==> config.mk <==
export PLATFORM = sky130hd
export DESIGN_NAME = mfcc_frame_controller
export DESIGN_NICKNAME = d
export VERILOG_FILES = /design/src/rtl/mfcc_frame_controller.sv
export SDC_FILE = /design/constraint.sdc
export NUM_CORES = 1
export LEC_CHECK = 0
export ABC_CLOCK_PERIOD_IN_PS = 4800
export CORE_MARGIN = 1.5
export CORE_UTILIZATION = 45
export DETAILED_ROUTE_END_ITERATION = 8
export DONT_BUFFER_PORTS = 1
export PLACE_DENSITY = 0.57
export SYNTH_ARGS = -nofsm -noshare
export SYNTH_HDL_FRONTEND = slang
export SYNTH_SLANG_ARGS = --single-unit
==> constraint.sdc <==
create_clock -name clk_in -period 4.8 [get_ports clk_in]
set_input_delay 0.72 -clock clk_in [delete_from_list [all_inputs] [get_ports clk_in]]
set_output_delay 0.72 -clock clk_in [all_outputs]
set_load 0.03 [all_outputs]
==> src/rtl/mfcc_frame_controller.sv <==
// MFCC frame controller: selects a coefficient window from each DCT frame,
// forwards it through a one-entry output register, marks group boundaries
// (per utterance when enrolling, per frame when verifying), counts frames and
// flags framing errors. Control FSM: IDLE -> RUN -> DRAIN -> DONE -> IDLE.
module mfcc_frame_controller #(
    parameter int NUM_COEFFS  = 26,
    parameter int FIRST_COEFF = 2,
    parameter int LAST_COEFF  = 13,
    parameter int NUM_FRAMES  = 32
) (
    input  logic                          clk_in,
    input  logic                          rst_in,
    input  logic [1:0]                    mode_in,
    input  logic                          start_in,
    input  logic [31:0]                   coeff_data_in,
    input  logic                          coeff_valid_in,
    input  logic                          coeff_last_in,
    output logic                          coeff_ready_out,
    output logic [31:0]                   feature_data_out,
    output logic                          feature_valid_out,
    output logic                          feature_last_out,
    input  logic                          feature_ready_in,
    output logic [$clog2(NUM_FRAMES)-1:0] frame_idx_out,
    output logic                          busy_out,
    output logic                          done_out,
    output logic                          error_out
);

    localparam int FRAME_W = $clog2(NUM_FRAMES);
    // One spare bit so a frame missing its last beat saturates instead of wrapping
    localparam int IDX_W   = $clog2(NUM_COEFFS) + 1;

    localparam logic [IDX_W-1:0]   IDX_FIRST   = IDX_W'(FIRST_COEFF);
    localparam logic [IDX_W-1:0]   IDX_LAST    = IDX_W'(LAST_COEFF);
    localparam logic [IDX_W-1:0]   IDX_END     = IDX_W'(NUM_COEFFS - 1);
    localparam logic [IDX_W-1:0]   IDX_MAX     = {IDX_W{1'b1}};
    localparam logic [FRAME_W-1:0] FRAME_FINAL = FRAME_W'(NUM_FRAMES - 1);

    localparam logic [1:0] MODE_ENROLL = 2'b01;
    localparam logic [1:0] MODE_VERIFY = 2'b10;

    typedef enum logic [1:0] {
        ST_IDLE  = 2'd0,
        ST_RUN   = 2'd1,
        ST_DRAIN = 2'd2,
        ST_DONE  = 2'd3
    } state_t;

    state_t               state_r;
    state_t               state_next_s;

    logic                 verify_r;
    logic [IDX_W-1:0]     idx_r;
    logic [FRAME_W-1:0]   frame_r;
    logic                 error_r;

    logic                 out_valid_r;
    logic                 out_last_r;
    logic [31:0]          out_data_r;
    logic [FRAME_W-1:0]   out_frame_r;

    logic                 ready_s;
    logic                 busy_s;
    logic                 done_s;

    logic                 start_ok_s;
    logic                 kept_s;
    logic                 out_free_s;
    logic                 run_hs_s;
    logic                 keep_hs_s;
    logic                 final_hs_s;
    logic                 out_hs_s;
    logic                 frame_error_s;
    logic                 beat_last_s;

    assign start_ok_s    = start_in && ((mode_in == MODE_ENROLL) || (mode_in == MODE_VERIFY));
    assign kept_s        = (idx_r >= IDX_FIRST) && (idx_r <= IDX_LAST);
    // The output register can take a new beat if empty or being consumed now
    assign out_free_s    = !out_valid_r || feature_ready_in;
    assign run_hs_s      = (state_r == ST_RUN) && coeff_valid_in && ready_s;
    assign keep_hs_s     = run_hs_s && kept_s;
    assign final_hs_s    = run_hs_s && coeff_last_in && (frame_r == FRAME_FINAL);
    assign out_hs_s      = out_valid_r && feature_ready_in;
    // A last flag must coincide exactly with the final coefficient position
    assign frame_error_s = run_hs_s && (coeff_last_in != (idx_r == IDX_END));
    assign beat_last_s   = (idx_r == IDX_LAST) && (verify_r || (frame_r == FRAME_FINAL));

    // State register
    always_ff @(posedge clk_in or negedge rst_in) begin
        if (!rst_in) begin
            state_r <= ST_IDLE;
        end else begin
            state_r <= state_next_s;
        end
    end

    // Next-state logic
    always_comb begin
        state_next_s = state_r;
        case (state_r)
            ST_IDLE: begin
                if (start_ok_s) begin
                    state_next_s = ST_RUN;
                end else begin
                    state_next_s = ST_IDLE;
                end
            end
            ST_RUN: begin
                if (final_hs_s) begin
                    state_next_s = ST_DRAIN;
                end else begin
                    state_next_s = ST_RUN;
                end
            end
            ST_DRAIN: begin
                if (out_free_s) begin
                    state_next_s = ST_DONE;
                end else begin
                    state_next_s = ST_DRAIN;
                end
            end
            ST_DONE: begin
                state_next_s = ST_IDLE;
            end
            default: begin
                state_next_s = ST_IDLE;
            end
        endcase
    end

    // Per-state outputs: input ready, busy and completion pulse
    always_comb begin
        ready_s = 1'b0;
        busy_s  = 1'b0;
        done_s  = 1'b0;
        case (state_r)
            ST_IDLE: begin
                ready_s = 1'b1;
            end
            ST_RUN: begin
                busy_s  = 1'b1;
                ready_s = kept_s ? out_free_s : 1'b1;
            end
            ST_DRAIN: begin
                busy_s = 1'b1;
            end
            ST_DONE: begin
                busy_s = 1'b1;
                done_s = 1'b1;
            end
            default: begin
                ready_s = 1'b0;
            end
        endcase
    end

    // Utterance bookkeeping: mode, coefficient index, frame count, sticky error
    always_ff @(posedge clk_in or negedge rst_in) begin
        if (!rst_in) begin
            verify_r <= 1'b0;
            idx_r    <= {IDX_W{1'b0}};
            frame_r  <= {FRAME_W{1'b0}};
            error_r  <= 1'b0;
        end else if ((state_r == ST_IDLE) && start_ok_s) begin
            verify_r <= (mode_in == MODE_VERIFY);
            idx_r    <= {IDX_W{1'b0}};
            frame_r  <= {FRAME_W{1'b0}};
            error_r  <= 1'b0;
        end else if (run_hs_s) begin
            if (coeff_last_in) begin
                idx_r <= {IDX_W{1'b0}};
                if (frame_r != FRAME_FINAL) begin
                    frame_r <= frame_r + {{(FRAME_W-1){1'b0}}, 1'b1};
                end
            end else if (idx_r != IDX_MAX) begin
                idx_r <= idx_r + {{(IDX_W-1){1'b0}}, 1'b1};
            end
            if (frame_error_s) begin
                error_r <= 1'b1;
            end
        end
    end

    // One-entry output register; a reload on a simultaneous drain keeps it full
    always_ff @(posedge clk_in or negedge rst_in) begin
        if (!rst_in) begin
            out_valid_r <= 1'b0;
            out_last_r  <= 1'b0;
            out_data_r  <= 32'd0;
            out_frame_r <= {FRAME_W{1'b0}};
        end else if (keep_hs_s) begin
            out_valid_r <= 1'b1;
            out_last_r  <= beat_last_s;
            out_data_r  <= coeff_data_in;
            out_frame_r <= frame_r;
        end else if (out_hs_s) begin
            out_valid_r <= 1'b0;
        end
    end

    assign coeff_ready_out   = ready_s;
    assign busy_out          = busy_s;
    assign done_out          = done_s;
    assign error_out         = error_r;
    assign feature_valid_out = out_valid_r;
    assign feature_last_out  = out_last_r;
    assign feature_data_out  = out_data_r;
    assign frame_idx_out     = out_frame_r;

endmodule

== After elaboration in Yosys (flattened, before gate mapping) ==
Index checks and enable logic that the tools add are counted.

* Add/sub/neg operators: 2
* Multiply operators: 0
* Divide/modulo/power cells: 0
* Magnitude comparators: 2
* Eq/ne operators: 11
* Shift operators: 0
* Mux-type cells: 21
* Bitwise logic cells: 0
* Reductions and logical operators: 26

{| class="wikitable"
|+ Operator list
! cell !! number
|-
| 6-bit two-way mux || 4
|-
| 5-bit two-way mux || 4
|-
| 1-bit logical AND || 11
|-
| 1-bit two-way mux || 10
|-
| 2-bit nonzero test || 5
|-
| 2-bit one-hot mux with 4 select lines || 1
|-
| 6-bit by 1-bit adder with 6-bit output, second input constant || 1
|-
| 2-bit == test, second input constant || 3
|-
| 6-bit by 4-bit == test with 1-bit output, second input constant || 1
|-
| 6-bit by 5-bit == test with 1-bit output, second input constant || 1
|-
| 6-bit by 2-bit greater-or-equal comparator with 1-bit output, second input constant || 1
|-
| 6-bit by 4-bit less-or-equal comparator with 1-bit output, second input constant || 1
|-
| 6-bit != test, second input constant || 1
|-
| 5-bit by 1-bit adder with 5-bit output, second input constant || 1
|-
| 5-bit == test, second input constant || 1
|-
| 5-bit != test, second input constant || 1
|-
| 2-bit by 1-bit == test with 1-bit output, second input constant || 2
|-
| 2-bit AND reduction || 2
|-
| 1-bit logical OR || 3
|-
| 3-bit AND reduction || 1
|-
| 3-bit nonzero test || 1
|-
| 3-bit OR reduction || 1
|-
| 2-bit zero test || 1
|-
| 2-bit two-way mux || 1
|-
| other kinds (3) || 3
|}

* Bits in registers: 54
* Latch bits: 0
* RAM bits: 0
* Bits in read-only memories: 0
* Memories: 0

== Depth between registers and ports, before layout ==
* Depth in word-level cells: 9
* Mapped depth: 8
* Mapped depth without buffers: 6

== Least setup slack after synthesis ==
OpenSTA, ideal clock, no wires.

* Path kind: flip-flop to output port
* Start point: register idx_r[0]
* End point: output coeff_ready_out
* Data arrival time: 1825 ps
* Data required time: 4080 ps
* Slack: 2255 ps
* Stages on the path, launching flop included: 6
* Path buffers: 0
* Path through: dfrtp_1 inv_1 ha_1 or4_4 and3_4 a31oi_1

* Word-level cells in the longest chain between the ends: 4

{| class="wikitable"
|+ Ends and longest elaborated chain
! item !! line !! RTL
|-
| start: declaration || 53 || <nowiki>logic [IDX_W-1:0] idx_r;</nowiki>
|-
| start signal: assignment || 161 || <nowiki>idx_r <= {IDX_W{1'b0}};</nowiki>
|-
| start signal: assignment || 166 || <nowiki>idx_r <= {IDX_W{1'b0}};</nowiki>
|-
| start signal: assignment || 171 || <nowiki>idx_r <= {IDX_W{1'b0}};</nowiki>
|-
| 6-bit by 2-bit greater-or-equal comparator with 1-bit output / 6-bit by 4-bit less-or-equal comparator with 1-bit output (equally long branches) || 77 || <nowiki>assign kept_s = (idx_r >= IDX_FIRST) && (idx_r <= IDX_LAST);</nowiki>
|-
| 1-bit logical AND (*) || 77 ||
|-
| 1-bit two-way mux (*) || 142 || <nowiki>ready_s = kept_s ? out_free_s : 1'b1;</nowiki>
|-
| 1-bit one-hot mux with 2 select lines (*) || 136 || <nowiki>case (state_r)</nowiki>
|-
| end: declaration || 18 || <nowiki>output logic coeff_ready_out,</nowiki>
|}

Every way passes the cells marked *; elsewhere a longest branch is shown, timed or not.

== Worst setup path after layout ==
Same ends and word-level chain as after synthesis.

==> impl_metrics.py <==
metrics = {
    "power_and_ir_drop": {
        "irDropWorstVdd_v": 0.000245,
        "cellPowerDensity_nw_per_um2": 702,
        "leakage_power_nw": 1.16,
    },
    "timing": {
        "final_hold_viol_count": 0,
        "max_freq_mhz": 321,
        "worst_slew_pin_slew_ns": 0.969,
        "setup_repair_after_global_routing_missed_its_margin": "false",
        "setup_violations": 0,
        "clock_skew_ns": 0.00671,
        "fin_setup_tns_ns": 0,
        "relSlewSlack_pct": 35.3,
        "post-route-period-util_pct": 65.0,
        "final_period_minus_worst_setup_slack_ns": 3.12,
        "slew_viol_final": 0,
    },
    "finish": {
        "n_antenna_cell": 0,
        "nets": 247,
        "synthToLayoutAreaGrowth_pct": 5.19,
        "post_route_cells_drive_above_1_share_pct": 26.9,
        "design_area_final_sq_um": 2660,
    },
    "logic_synthesis": {
        "ys_seq_area_share_pct": 53.4,
        "synth.top_cell.area_share_pct": 53.4,
        "yosys_register_bits": 54,
        "yosys_most_used_dff": "sky130_fd_sc_hd__dfrtp_1",
        "syn_avg_cell_area_sq_um": 12.6,
        "synth_async_sr_flop_share_pct": 100,
        "synth_edf_count": 0,
        "post-synth-top-count-cell": "sky130_fd_sc_hd__dfrtp_1",
        "synth_cell_types": 39,
        "syn_inst": 200,
        "mappedNetlistNets": 247,
        "yosys.area.top_type": "sky130_fd_sc_hd__dfrtp_1",
        "ys_warn_count": 0,
        "synth_area_leaders": "sky130_fd_sc_hd__dfrtp_1 53%, sky130_fd_sc_hd__mux2_2 13%, sky130_fd_sc_hd__mux2_4 5.3%, sky130_fd_sc_hd__ha_1 3.5%, sky130_fd_sc_hd__nand2_1 1.8%",
        "yosys-top-cells-count": "54 x sky130_fd_sc_hd__dfrtp_1, 29 x sky130_fd_sc_hd__mux2_2, 12 x sky130_fd_sc_hd__nand2_1",
        "syn-cell-area_sq_um": 2530,
    },
    "worst_setup_path": {
        "path_max_fanout": 6,
        "crit_chain": "inv_1 -> ha_1 -> or4_4 -> and3_4 -> a31oi_1",
        "timing.critical_path.to_type": "output pin",
        "worst-endpoint-arrival_ns": 2.40,
        "critical-path-slowest-cell": "sky130_fd_sc_hd__a31oi_1",
        "critical_path_rt_ns": 4.08,
        "worst_path_dominant_cell_family": "compound AO/OA/AOI/OAI gates",
        "worst-path-buf-inv": 1,
        "r2r.worst_path.cells": 7,
        "largest_incremental_delay_on_the_critical_path_ns": 0.69,
        "critical_path.startpoint_type": "register",
        "crit_cells": 5,
        "timing_worst_setup_path_type": "register to output pin",
    },
    "floorplanning": {
        "die_area_sq_um": 6080,
        "initial_utilization_pct": 46.2,
        "core_region_area_sq_um": 5470,
        "floorplan.rows": 27,
        "chipWidth_um": 78.0,
        "io_pins": 83,
        "floorplan.die.height_um": 78.0,
    },
    "flow_run": {
        "cap_viol_max_count": 0,
    },
    "placed_design": {
        "gpl.final_weighted_congestion": 0.868,
        "detailed_place.area_sq_um": 2570,
        "detailedPlacementHpwl_mm": 3.70,
        "io_buffer_count": 0,
    },
    "run_status": {
        "status": "completed",
    },
    "cts": {
        "cts_num_sinks": 54,
        "hold_bufs_at_cts": 0,
        "clock_insertion_delay_worst_skew_ns": 0.30,
        "clock_pin_slew_worst_setup_and_hold_paths_ns": 0.09,
        "post_cts_resized": 0,
        "cts-root-buf": "sky130_fd_sc_hd__clkbuf_8",
        "cts_buffer_depth": 2,
        "cts_post_setup_buffers_inserted": 0,
        "number_of_levels_in_the_clock_h_tree": 2,
        "number_of_clock_buffers_inserted_by_tritoncts": 5,
        "tritoncts": "done",
    },
    "detailed_routing": {
        "detail_route.drc_violations": 0,
        "antenna_violation_net_count_after_detailed_routing": 0,
        "drt_pre_antenna_iters": 4,
        "detail_route.vias_per_cell": 5.91,
        "total_detailed_routing_wirelength_mm": 5.00,
        "drt_first_iter_violations": 59,
        "post_drt_wl_per_cell_um": 18.3,
        "route.vias.total": 1613,
    },
    "grt": {
        "grt_max_degree": 55,
        "grt_antenna_before_repair": 0,
        "grt_util_all_layers_pct": 17.3,
        "globalRoute.totalOverflow": 0,
        "vias_in_the_first_global_route": 1634,
        "grt_pass1_wl_mm": 8.20,
    },
    "hold_path": {
        "hp-class": "input pin to asynchronous set/reset pin",
    },
}
## path summary, 6_finish.rpt
check,startpoint,end,slack [ns]
max reg2reg,idx_r[1]$_DFFE_PN0P_,frame_idx_out[2]$_DFFE_PN0P_,1.94
min,rst_in,idx_r[3]$_DFFE_PN0P_,0.11
max,idx_r[0]$_DFFE_PN0P_,coeff_ready_out,1.68
min in group clk_in,verify_r$_DFFE_PN0P_,verify_r$_DFFE_PN0P_,0.51
min reg2reg,verify_r$_DFFE_PN0P_,verify_r$_DFFE_PN0P_,0.51
max in group asynchronous,rst_in,feature_data_out[29]$_DFFE_PN0P_,4.60
## area by class of cell
| class | instances | area [sq um] |
|---|---|---|
| Clock buffer | 6 | 72.6 |
| Clock inverter | 2 | 13.8 |
| Fill cell | 489 | 2810 |
| Inverter | 5 | 18.8 |
| Multi-Input combinational cell | 132 | 1100 |
| Sequential cell | 54 | 1350 |
| Tap cell | 72 | 90.1 |
| Timing Repair Buffer | 2 | 15.0 |
## flip-flops by register name, indices dropped and copies added, names as in the netlist, named ones only
register,count
idx_r,6
error_out,1
feature_valid_out,1
verify_r,1
frame_r,5
frame_idx_out,5
feature_data_out,32
state_r,1
feature_last_out,1
## power by group
part	leakage [nW]	switching (mW)	internal, mW
logic	0.452	0.199	0.302
registers	0.667	0.478	0.647
clock network	0.0452	0.139	0.103
total	1.16	0.816	1.05
## metal layers
layer | share of wire [%] | global-route usage (%) | vias up
li1 | - | - | 727
met1 | 40 | 20.5 | 805
met2 | 52 | 30.1 | 73
met3 | 6.9 | 4.82 | 8
met4 | 1.6 | 5.71 | 0
met5 | 0 | 0 | -
## cell usage in the layout, fill, tap and decap left out, drive strengths merged, types with 4 or more instances in the layout
cell type  instances
or4                4
mux2              38
or2                4
nand2             12
nand3              6
o211ai             4
a21oi              5
inv                5
nand4              5
dfrtp             54
clkbuf             6
nand2b             4
ha                 7
and3               6
nor2               4
o21ai              5
## logic make-up after synthesis
logic type	count (synthesis)	share of synthesized area [%]
AO/OA/AOI/OAI	21	5.24
adder cells (fa/ha/maj)	7	3.46
buffers and inverters	14	3.12
flip-flops	54	53.4
multiplexers	41	19.4
AND/OR/NAND/NOR	63	15.3
## through the flow
stage | total power, mW | utilization, % | cells | setup slack, ns | hold WS [ns]
floorplan | 1.54 | - | 200 | 2.25 | 0.424
global placement | 1.60 | 47.1 | 265 | 2.10 | 0.425
detailed placement | 1.64 | 47.1 | 265 | 1.95 | 0.425
CTS | 1.89 | 48.6 | 273 | 1.70 | 0.0919
global route | 1.97 | 48.6 | 273 | 1.58 | 0.0795
finish | 1.87 | 48.6 | 273 | 1.68 | 0.106
Note: power is estimated with default switching activity, not from simulation.
